## config.mk

```make
export PLATFORM = sky130hd
export DESIGN_NAME = cdb_arbiter
export DESIGN_NICKNAME = d
export VERILOG_FILES = /design/src/rtl/cdb_arbiter.sv
export SDC_FILE = /design/constraint.sdc
export NUM_CORES = 1
export LEC_CHECK = 0
export CAP_MARGIN = 20
export CORE_MARGIN = 2
export CORE_UTILIZATION = 32
export DETAILED_ROUTE_END_ITERATION = 16
export GPL_TIMING_DRIVEN = 0
export PLACE_DENSITY = 0.88
export SKIP_CTS_REPAIR_TIMING = 1
export SYNTH_ARGS = -nofsm -noshare
export SYNTH_HDL_FRONTEND = slang
export SYNTH_SLANG_ARGS = --single-unit
```

## constraint.sdc

```tcl
create_clock -name clk -period 1.63 [get_ports clk]
set_input_delay 0.326 -clock clk [delete_from_list [all_inputs] [get_ports clk]]
set_output_delay 0.326 -clock clk [all_outputs]
set_load 0.05 [all_outputs]
```

## src/rtl/cdb_arbiter.sv

```systemverilog
// cdb_arbiter: picks one completed functional-unit result per cycle and
// registers it onto the common data bus snooped by the ROB and stations.
// Build option: define CDB_ARB_ROUND_ROBIN_EN for round-robin selection;
// without it the lowest valid index always wins and no pointer exists.
module cdb_arbiter #(
  parameter int NUM_REQ = 4,
  parameter int TAG_W   = 3,
  parameter int DATA_W  = 32
) (
  input  logic                      clk,
  input  logic                      rst,
  input  logic [NUM_REQ-1:0]        req_valid,
  input  logic [NUM_REQ*TAG_W-1:0]  req_tag,
  input  logic [NUM_REQ*DATA_W-1:0] req_data,
  output logic [NUM_REQ-1:0]        req_ready,
  input  logic                      cdb_ready,
  input  logic                      flush,
  output logic                      cdb_valid,
  output logic [TAG_W-1:0]          cdb_tag,
  output logic [DATA_W-1:0]         cdb_data
);

  localparam int PTR_W = (NUM_REQ > 1) ? $clog2(NUM_REQ) : 1;
  localparam logic [PTR_W-1:0] LAST_IDX = PTR_W'(NUM_REQ - 1);

  logic              cdb_valid_q, cdb_valid_d;
  logic [TAG_W-1:0]  cdb_tag_q, cdb_tag_d;
  logic [DATA_W-1:0] cdb_data_q, cdb_data_d;

  logic              free;
  logic              grant;
  logic              win_found;
  logic [PTR_W-1:0]  win_idx;
  logic [TAG_W-1:0]  sel_tag;
  logic [DATA_W-1:0] sel_data;

`ifdef CDB_ARB_ROUND_ROBIN_EN
  logic [PTR_W-1:0] last_q, last_d;

  // Search last+1, last+2, ... with an explicit wrap, since NUM_REQ may not be a power of two
  always_comb begin
    logic [PTR_W-1:0] idx;
    win_found = 1'b0;
    win_idx   = '0;
    idx       = last_q;
    for (int i = 0; i < NUM_REQ; i++) begin
      idx = (idx == LAST_IDX) ? '0 : idx + PTR_W'(1);
      if (!win_found && req_valid[idx]) begin
        win_found = 1'b1;
        win_idx   = idx;
      end
    end
  end

  // Pointer only moves on an actual grant, so a flush leaves the rotation intact
  always_comb begin
    last_d = grant ? win_idx : last_q;
  end

  // Pointer register; reset value makes requester 0 the first winner
  always_ff @(posedge clk or negedge rst) begin
    if (!rst) last_q <= LAST_IDX;
    else      last_q <= last_d;
  end
`else
  // Fixed priority: lowest valid index wins
  always_comb begin
    win_found = 1'b0;
    win_idx   = '0;
    for (int i = NUM_REQ - 1; i >= 0; i--) begin
      if (req_valid[i]) begin
        win_found = 1'b1;
        win_idx   = PTR_W'(i);
      end
    end
  end
`endif

  // Output slot can take a new result when empty or being consumed this cycle.
  // Grants are held off during reset so nothing transfers that the register cannot capture.
  assign free  = !cdb_valid_q || cdb_ready;
  assign grant = rst && free && !flush && win_found;

  // One-hot grant and winner payload mux; grant depends only on valid/control, never on payload
  always_comb begin
    req_ready = '0;
    sel_tag   = '0;
    sel_data  = '0;
    for (int i = 0; i < NUM_REQ; i++) begin
      if (win_idx == PTR_W'(i)) begin
        req_ready[i] = grant;
        sel_tag      = req_tag[i*TAG_W +: TAG_W];
        sel_data     = req_data[i*DATA_W +: DATA_W];
      end
    end
  end

  // Output register next state: flush beats grant and hold; payload is only rewritten on grant
  always_comb begin
    cdb_valid_d = cdb_valid_q;
    cdb_tag_d   = cdb_tag_q;
    cdb_data_d  = cdb_data_q;
    if (flush) begin
      cdb_valid_d = 1'b0;
    end else if (grant) begin
      cdb_valid_d = 1'b1;
      cdb_tag_d   = sel_tag;
      cdb_data_d  = sel_data;
    end else if (free) begin
      cdb_valid_d = 1'b0;
    end
  end

  // CDB output register
  always_ff @(posedge clk or negedge rst) begin
    if (!rst) begin
      cdb_valid_q <= 1'b0;
      cdb_tag_q   <= '0;
      cdb_data_q  <= '0;
    end else begin
      cdb_valid_q <= cdb_valid_d;
      cdb_tag_q   <= cdb_tag_d;
      cdb_data_q  <= cdb_data_d;
    end
  end

  assign cdb_valid = cdb_valid_q;
  assign cdb_tag   = cdb_tag_q;
  assign cdb_data  = cdb_data_q;

endmodule

```

==> flow_metrics.env, run 1 <==
export IMPL_highest_fanout_seen_on_the_critical_path=5
export IMPL_synthToLayoutAreaGrowth_pct=95.7
export IMPL_drc_errors=0
export IMPL_timing_final_crit_share_pct=108
export IMPL_overflow_left_after_global_routing=0
export IMPL_avgRoutedWirePerCell_um=17.0
export IMPL_grt_max_degree=38
export IMPL_drive_above_1_share_pct=12.4
export IMPL_die_width_um=93.6
export IMPL_final_cell_mix="sky130_fd_sc_hd__clkdlybuf4s50_1, sky130_fd_sc_hd__nand2_1, sky130_fd_sc_hd__dlymetal6s2s_1"
export IMPL_syn_avg_cell_area_um2=7.81
export IMPL_netSwitchingFraction_pct=40.0
export IMPL_finalNetCount=682
export IMPL_routabilityCongestion=0.821
export IMPL_grt_antenna_before_repair=0
export IMPL_p_seq_share_pct=30.4
export IMPL_first_iter_violations=89
export IMPL_num_rows=32
export IMPL_detailed_place_hpwl_um=8060
export IMPL_fillers=652
export IMPL_run_status="finished with violations"
export IMPL_first_global_vias=3313
export IMPL_floorplan_core_area_um2=7770
export IMPL_ctsHtreeMaxLevel=2
export IMPL_setup_tns_final_ns=-0.190
export IMPL_clock_fmax_mhz=570
export IMPL_failing_checks="setup timing"
export IMPL_totalPowerFinal_mw=3.75
export IMPL_synth_async_sr_flop_share_pct=100
export IMPL_grt_setup_unrepaired="yes"
export IMPL_critPathKind="in2out"
export IMPL_period_minus_slack_ns=1.76
export IMPL_setup_violations_final=2
export IMPL_clk_lat_worst_skew_ns=0.30
export IMPL_drt_pre_antenna_iters=4
export IMPL_cts_root_buffer="sky130_fd_sc_hd__clkbuf_8"
export IMPL_intPower_mw=2.25
export IMPL_post_route_util_pct=64.7
export IMPL_cts_sinks=36
export IMPL_postSynthRegisterBits=36
export IMPL_ioPinCount=188
export IMPL_detail_route_vias_per_cell=5.18
export IMPL_min_delay_path_class="in2reg"
export IMPL_timing_hold_worst_path_depth=2
export IMPL_worstPathRequired_ns=1.30
export IMPL_antenna_cells_inserted=0
export IMPL_postLayoutCellArea_um2=5030
export IMPL_numCtsBuffers=5
export IMPL_p_sw_mw=1.50
export IMPL_fp_dieArea_um2=8760
export IMPL_floorplan_initialDensity_pct=33.1
export IMPL_final_setup_worst_slack_ns=-0.126
export IMPL_num_vias=3297
export IMPL_power_ir_vdd_worst_uv=336
export IMPL_mostFrequentLayoutCell="sky130_fd_sc_hd__clkdlybuf4s50_1"
export IMPL_ctsLongestPathBuffers=2
export IMPL_reg2reg_depth=6
export IMPL_share_comb_of_total_power_pct=50.7
export IMPL_clock_power_share_pct=18.9
export IMPL_synth_seq_area_share_pct=35.1
export IMPL_regToRegSetupSlack_ns=0.05
export IMPL_wl_um=10800
export IMPL_worst_slew_margin_rel_pct=59.6
export IMPL_tightest_slew_ns=0.605
export IMPL_fin_cells=636
export IMPL_synth_edf_count=0
export IMPL_yosysWarningCount=0
export IMPL_postPlaceCellArea_um2=4640
export IMPL_worst_hold_slack_ns=0.346
export IMPL_cellPowerDensity_nw_per_um2=745
export IMPL_worstHoldEndpoint="cdb_valid$_DFFE_PN0P_"
export IMPL_i_o_buffers=187
export IMPL_mappedNetlistNets=477
export IMPL_worst_r2r_endpoint="cdb_data[15]$_DFFE_PN0P_"
export IMPL_skew_ns=0.00920
export IMPL_total_placed_cells_including_tap_cells=618
export IMPL_dp_worst_setup_slack_ns=-1.47
export IMPL_netlist_instances=329
export IMPL_grt_util_all_layers_pct=23.0
export IMPL_tritoncts="yes"
export IMPL_final_max_slew_violation_count=0
export IMPL_cts_reportedPaths_clkPinSlew_ns=0.07
export IMPL_end_kind="primary output"
export IMPL_synth_distinct_cells=21
export IMPL_power_leakage_nw=2.45
export IMPL_wire_length_of_the_first_global_routing_pass_um=15800
export IMPL_ys_dominant_reg_cell="sky130_fd_sc_hd__dfrtp_1"
export IMPL_reg2reg_from="cdb_valid$_DFFE_PN0P_"
export IMPL_cap_viol_max_count=0
export IMPL_floorplan_die_height_um=93.6
export IMPL_worst_endpoint_data_arrival_time_ns=1.43
export IMPL_final_antenna_net_count=0
export IMPL_synth_cell_area_um2=2570
export IMPL_hold_viol_final=0
export IMPL_hp_start="flush"
export IMPL_crit_path_start_kind="input port"
## state kept, by name, summed over array words and instances (netlist names)
name,count
cdb_tag,3
cdb_valid,1
cdb_data,32
## kinds of logic after synthesis
logic type	Yosys count	synth area share, %
buffers and inverters	35	7.94
AOI/OAI and AO/OA	108	30.8
and+or+nand+nor	150	26.2
DFF	36	35.1
## area by class of cell
type                            count  area (um2)  share of cell area (%)
Buffer                             29         216                    4.31
Clock buffer                        7        96.3                    1.92
Inverter                            2        7.51                   0.149
Multi-Input combinational cell    258        1570                    31.2
Sequential cell                    36         902                    17.9
Tap cell                          102         128                    2.54
Timing Repair Buffer              202        2110                    41.9
## synthesized netlist by cell type, types with 2 or more instances
| cell type | count | area (um2) |
|---|---|---|
| sky130_fd_sc_hd__o31ai_1 | 35 | 263 |
| sky130_fd_sc_hd__a311oi_1 | 35 | 307 |
| sky130_fd_sc_hd__nand2b_1 | 2 | 12.5 |
| sky130_fd_sc_hd__dfrtp_1 | 36 | 901 |
| sky130_fd_sc_hd__nor2_1 | 37 | 139 |
| sky130_fd_sc_hd__nand2_1 | 71 | 267 |
| sky130_fd_sc_hd__a21oi_1 | 35 | 175 |
| sky130_fd_sc_hd__buf_4 | 2 | 15.0 |
| sky130_fd_sc_hd__clkbuf_1 | 19 | 71.3 |
| sky130_fd_sc_hd__buf_6 | 8 | 90.1 |
| sky130_fd_sc_hd__buf_2 | 4 | 20.0 |
| sky130_fd_sc_hd__nor2b_1 | 36 | 225 |
## power groups by stage
| stage | sequential, mW | clock [mW] | combinational, mW |
|---|---|---|---|
| CTS | 1.15 | 0.720 | 1.87 |
| global placement | 1.15 | 0 | 1.84 |
| detailed placement | 1.16 | 0 | 1.86 |
| floorplan | 1.74 | 0 | 0.433 |
| global route | 1.16 | 0.763 | 2.00 |
| finish | 1.14 | 0.708 | 1.90 |
## routing by layer
| layer | vias to the layer above | track usage [%] | routed length (um) |
|---|---|---|---|
| li1 | 1583 | - | - |
| met1 | 1540 | 26.2 | 4270 |
| met2 | 148 | 41.8 | 5480 |
| met3 | 26 | 4.19 | 793 |
| met4 | 0 | 9.54 | 263 |
| met5 | - | 0 | 0 |
## critical path, stage by stage
cell                       delay [ns]
sky130_fd_sc_hd__buf_6           0.09
sky130_fd_sc_hd__nand2b_4        0.14
sky130_fd_sc_hd__or3_4           0.38
sky130_fd_sc_hd__buf_6           0.13
sky130_fd_sc_hd__buf_8           0.12
sky130_fd_sc_hd__nor2_4          0.08
sky130_fd_sc_hd__buf_8           0.15
## how the worst max path moves through the flow
stage | to | depth (start not counted) | from
6_report | req_ready[3] | 7 | req_valid[2]
5_1_grt | req_ready[3] | 7 | req_valid[2]
4_1_cts | req_ready[2] | 5 | rst
3_5_place_dp | req_ready[2] | 5 | rst
3_3_place_gp | req_ready[2] | 5 | rst
2_1_floorplan | req_ready[2] | 3 | cdb_valid$_DFFE_PN0P_
Note: power is estimated with default switching activity, not from simulation.
==> inputs of run 2 (changes only) <==
--- a/config.mk
+++ b/config.mk
@@ -6,7 +6,7 @@
 export NUM_CORES = 1
 export LEC_CHECK = 0
 export CAP_MARGIN = 20
-export CORE_MARGIN = 2
+export CORE_MARGIN = 3
 export CORE_UTILIZATION = 32
 export DETAILED_ROUTE_END_ITERATION = 16
 export GPL_TIMING_DRIVEN = 0
==> run 2 against run 1 <==
Compared with the run above: the flow still finishes with violations (setup timing); fmax grew 1.4%; critical path depth stayed put; sequential share of layout area hardly changed; die area up 4.3%; total power grew 1.9%; setup slack gained 0.024 ns.
==> flow_metrics.env, run 2 (synthesis results as in run 1) <==
export IMPL_drt_pre_antenna_iters=4
export IMPL_die_width_um=95.6
export IMPL_failing_checks="setup timing"
export IMPL_highest_fanout_seen_on_the_critical_path=4
export IMPL_numCtsBuffers=5
export IMPL_wire_length_of_the_first_global_routing_pass_um=15800
export IMPL_ctsHtreeMaxLevel=2
export IMPL_first_global_vias=3282
export IMPL_first_iter_violations=88
export IMPL_antenna_cells_inserted=0
export IMPL_drive_above_1_share_pct=11.4
export IMPL_clock_fmax_mhz=577
export IMPL_tritoncts="yes"
export IMPL_grt_max_degree=38
export IMPL_cts_reportedPaths_clkPinSlew_ns=0.08
export IMPL_avgRoutedWirePerCell_um=17.0
export IMPL_grt_setup_unrepaired="yes"
export IMPL_p_seq_share_pct=29.8
export IMPL_cap_viol_max_count=0
export IMPL_detail_route_vias_per_cell=5.14
export IMPL_worst_r2r_endpoint="cdb_data[23]$_DFFE_PN0P_"
export IMPL_ioPinCount=188
export IMPL_floorplan_die_height_um=95.6
export IMPL_final_setup_worst_slack_ns=-0.102
export IMPL_setup_worst_path_end="req_ready[3]"
export IMPL_crit_path_start_kind="input port"
export IMPL_grt_antenna_before_repair=0
export IMPL_p_sw_mw=1.49
export IMPL_final_cell_mix="sky130_fd_sc_hd__clkdlybuf4s50_1, sky130_fd_sc_hd__nand2_1, sky130_fd_sc_hd__dlymetal6s2s_1"
export IMPL_wl_um=10800
export IMPL_critPathKind="in2out"
export IMPL_mostFrequentLayoutCell="sky130_fd_sc_hd__clkdlybuf4s50_1"
export IMPL_totalPowerFinal_mw=3.82
export IMPL_reg2reg_from="cdb_valid$_DFFE_PN0P_"
export IMPL_detailed_place_hpwl_um=8190
export IMPL_worstPathRequired_ns=1.30
export IMPL_power_leakage_nw=2.45
export IMPL_grt_util_all_layers_pct=22.2
export IMPL_intPower_mw=2.32
export IMPL_fin_cells=638
export IMPL_final_max_slew_violation_count=0
export IMPL_total_placed_cells_including_tap_cells=618
export IMPL_netSwitchingFraction_pct=39.1
export IMPL_cts_root_buffer="sky130_fd_sc_hd__clkbuf_8"
export IMPL_overflow_left_after_global_routing=0
export IMPL_clk_lat_worst_skew_ns=0.29
export IMPL_critical_path_startpoint="req_valid[2]"
export IMPL_floorplan_initialDensity_pct=33.1
export IMPL_finalNetCount=683
export IMPL_worst_slew_margin_rel_pct=60.7
export IMPL_timing_final_crit_share_pct=106
export IMPL_end_kind="primary output"
export IMPL_run_status="finished with violations"
export IMPL_reg2reg_depth=6
export IMPL_skew_ns=0.0112
export IMPL_worst_endpoint_data_arrival_time_ns=1.41
export IMPL_cts_sinks=36
export IMPL_fillers=650
export IMPL_cellPowerDensity_nw_per_um2=761
export IMPL_num_vias=3280
export IMPL_share_comb_of_total_power_pct=49.5
export IMPL_i_o_buffers=187
export IMPL_floorplan_core_area_um2=7770
export IMPL_ctsLongestPathBuffers=2
export IMPL_clock_power_share_pct=20.7
export IMPL_final_antenna_net_count=0
export IMPL_power_ir_vdd_worst_uv=345
export IMPL_drc_errors=0
export IMPL_num_rows=32
export IMPL_min_delay_path_class="in2reg"
export IMPL_synthToLayoutAreaGrowth_pct=95.4
export IMPL_hold_viol_final=0
export IMPL_tightest_slew_ns=0.589
export IMPL_fp_dieArea_um2=9140
export IMPL_setup_violations_final=2
export IMPL_period_minus_slack_ns=1.73
export IMPL_regToRegSetupSlack_ns=0.20
export IMPL_largest_register_ffs=32
export IMPL_routabilityCongestion=0.765
## run 2: power groups by stage
stage | combinational [mW] | clock (mW) | sequential [mW]
after floorplan | 0.433 | 0 | 1.74
after global placement | 1.84 | 0 | 1.15
after detailed placement | 1.86 | 0 | 1.16
after CTS | 1.87 | 0.805 | 1.15
after global routing | 2.00 | 0.854 | 1.16
final | 1.89 | 0.791 | 1.14
## run 2: per-layer routing
metal,wire length [um],up-vias,global-route usage [%]
li1,-,1590,-
met1,4350,1536,26.2
met2,5600,140,40.1
met3,699,14,4.26
met4,177,0,7.46
met5,0,-,0
## run 2: worst min-delay path by stage
stage | startpoint | endpoint | slack, ns | cells past startpoint
after detailed placement | cdb_data[31]$_DFFE_PN0P_ | cdb_data[31]$_DFFE_PN0P_ | 0.47 | 2
after global placement | cdb_data[29]$_DFFE_PN0P_ | cdb_data[29]$_DFFE_PN0P_ | 0.46 | 2
after CTS | rst | cdb_data[15]$_DFFE_PN0P_ | 0.17 | 1
final | flush | cdb_valid$_DFFE_PN0P_ | 0.33 | 2
after floorplan | rst | cdb_data[0]$_DFFE_PN0P_ | 0.03 | 0
after global routing | flush | cdb_valid$_DFFE_PN0P_ | 0.36 | 2
## run 2: metrics by stage
stage          hold slack [ns]  setup slack (ns)  area [um2]  util (%)  TNS, ns
2_1_floorplan           0.0304            -0.151        2640         -   -0.300
3_3_place_gp             0.458             -2.45        4640      59.8   -91.86
3_5_place_dp             0.466             -1.48        4640      59.7   -29.10
4_1_cts                  0.169             -1.48        4750      61.1   -23.89
5_1_grt                  0.361            -0.116        5020      64.6   -0.244
6_report                 0.335            -0.102        5020      64.6   -0.126
## run 2: worst max-delay path, stage by stage
cell and delay, ns:
sky130_fd_sc_hd__buf_6 0.09, sky130_fd_sc_hd__nand2b_4 0.15, sky130_fd_sc_hd__or3_4 0.33, sky130_fd_sc_hd__buf_6 0.13
sky130_fd_sc_hd__buf_8 0.12, sky130_fd_sc_hd__nor2_4 0.10, sky130_fd_sc_hd__buf_8 0.16
## run 2: cell type report
type / instances / area [um2] / share of cell area, %
Timing Repair Buffer: 200 / 2100 / 41.8
Multi-Input combinational cell: 258 / 1540 / 30.8
Sequential cell: 36 / 902 / 18.0
Buffer: 32 / 231 / 4.61
Tap cell: 102 / 128 / 2.54
Clock buffer: 6 / 72.6 / 1.45
Clock inverter: 2 / 35.0 / 0.698
Inverter: 2 / 7.51 / 0.150
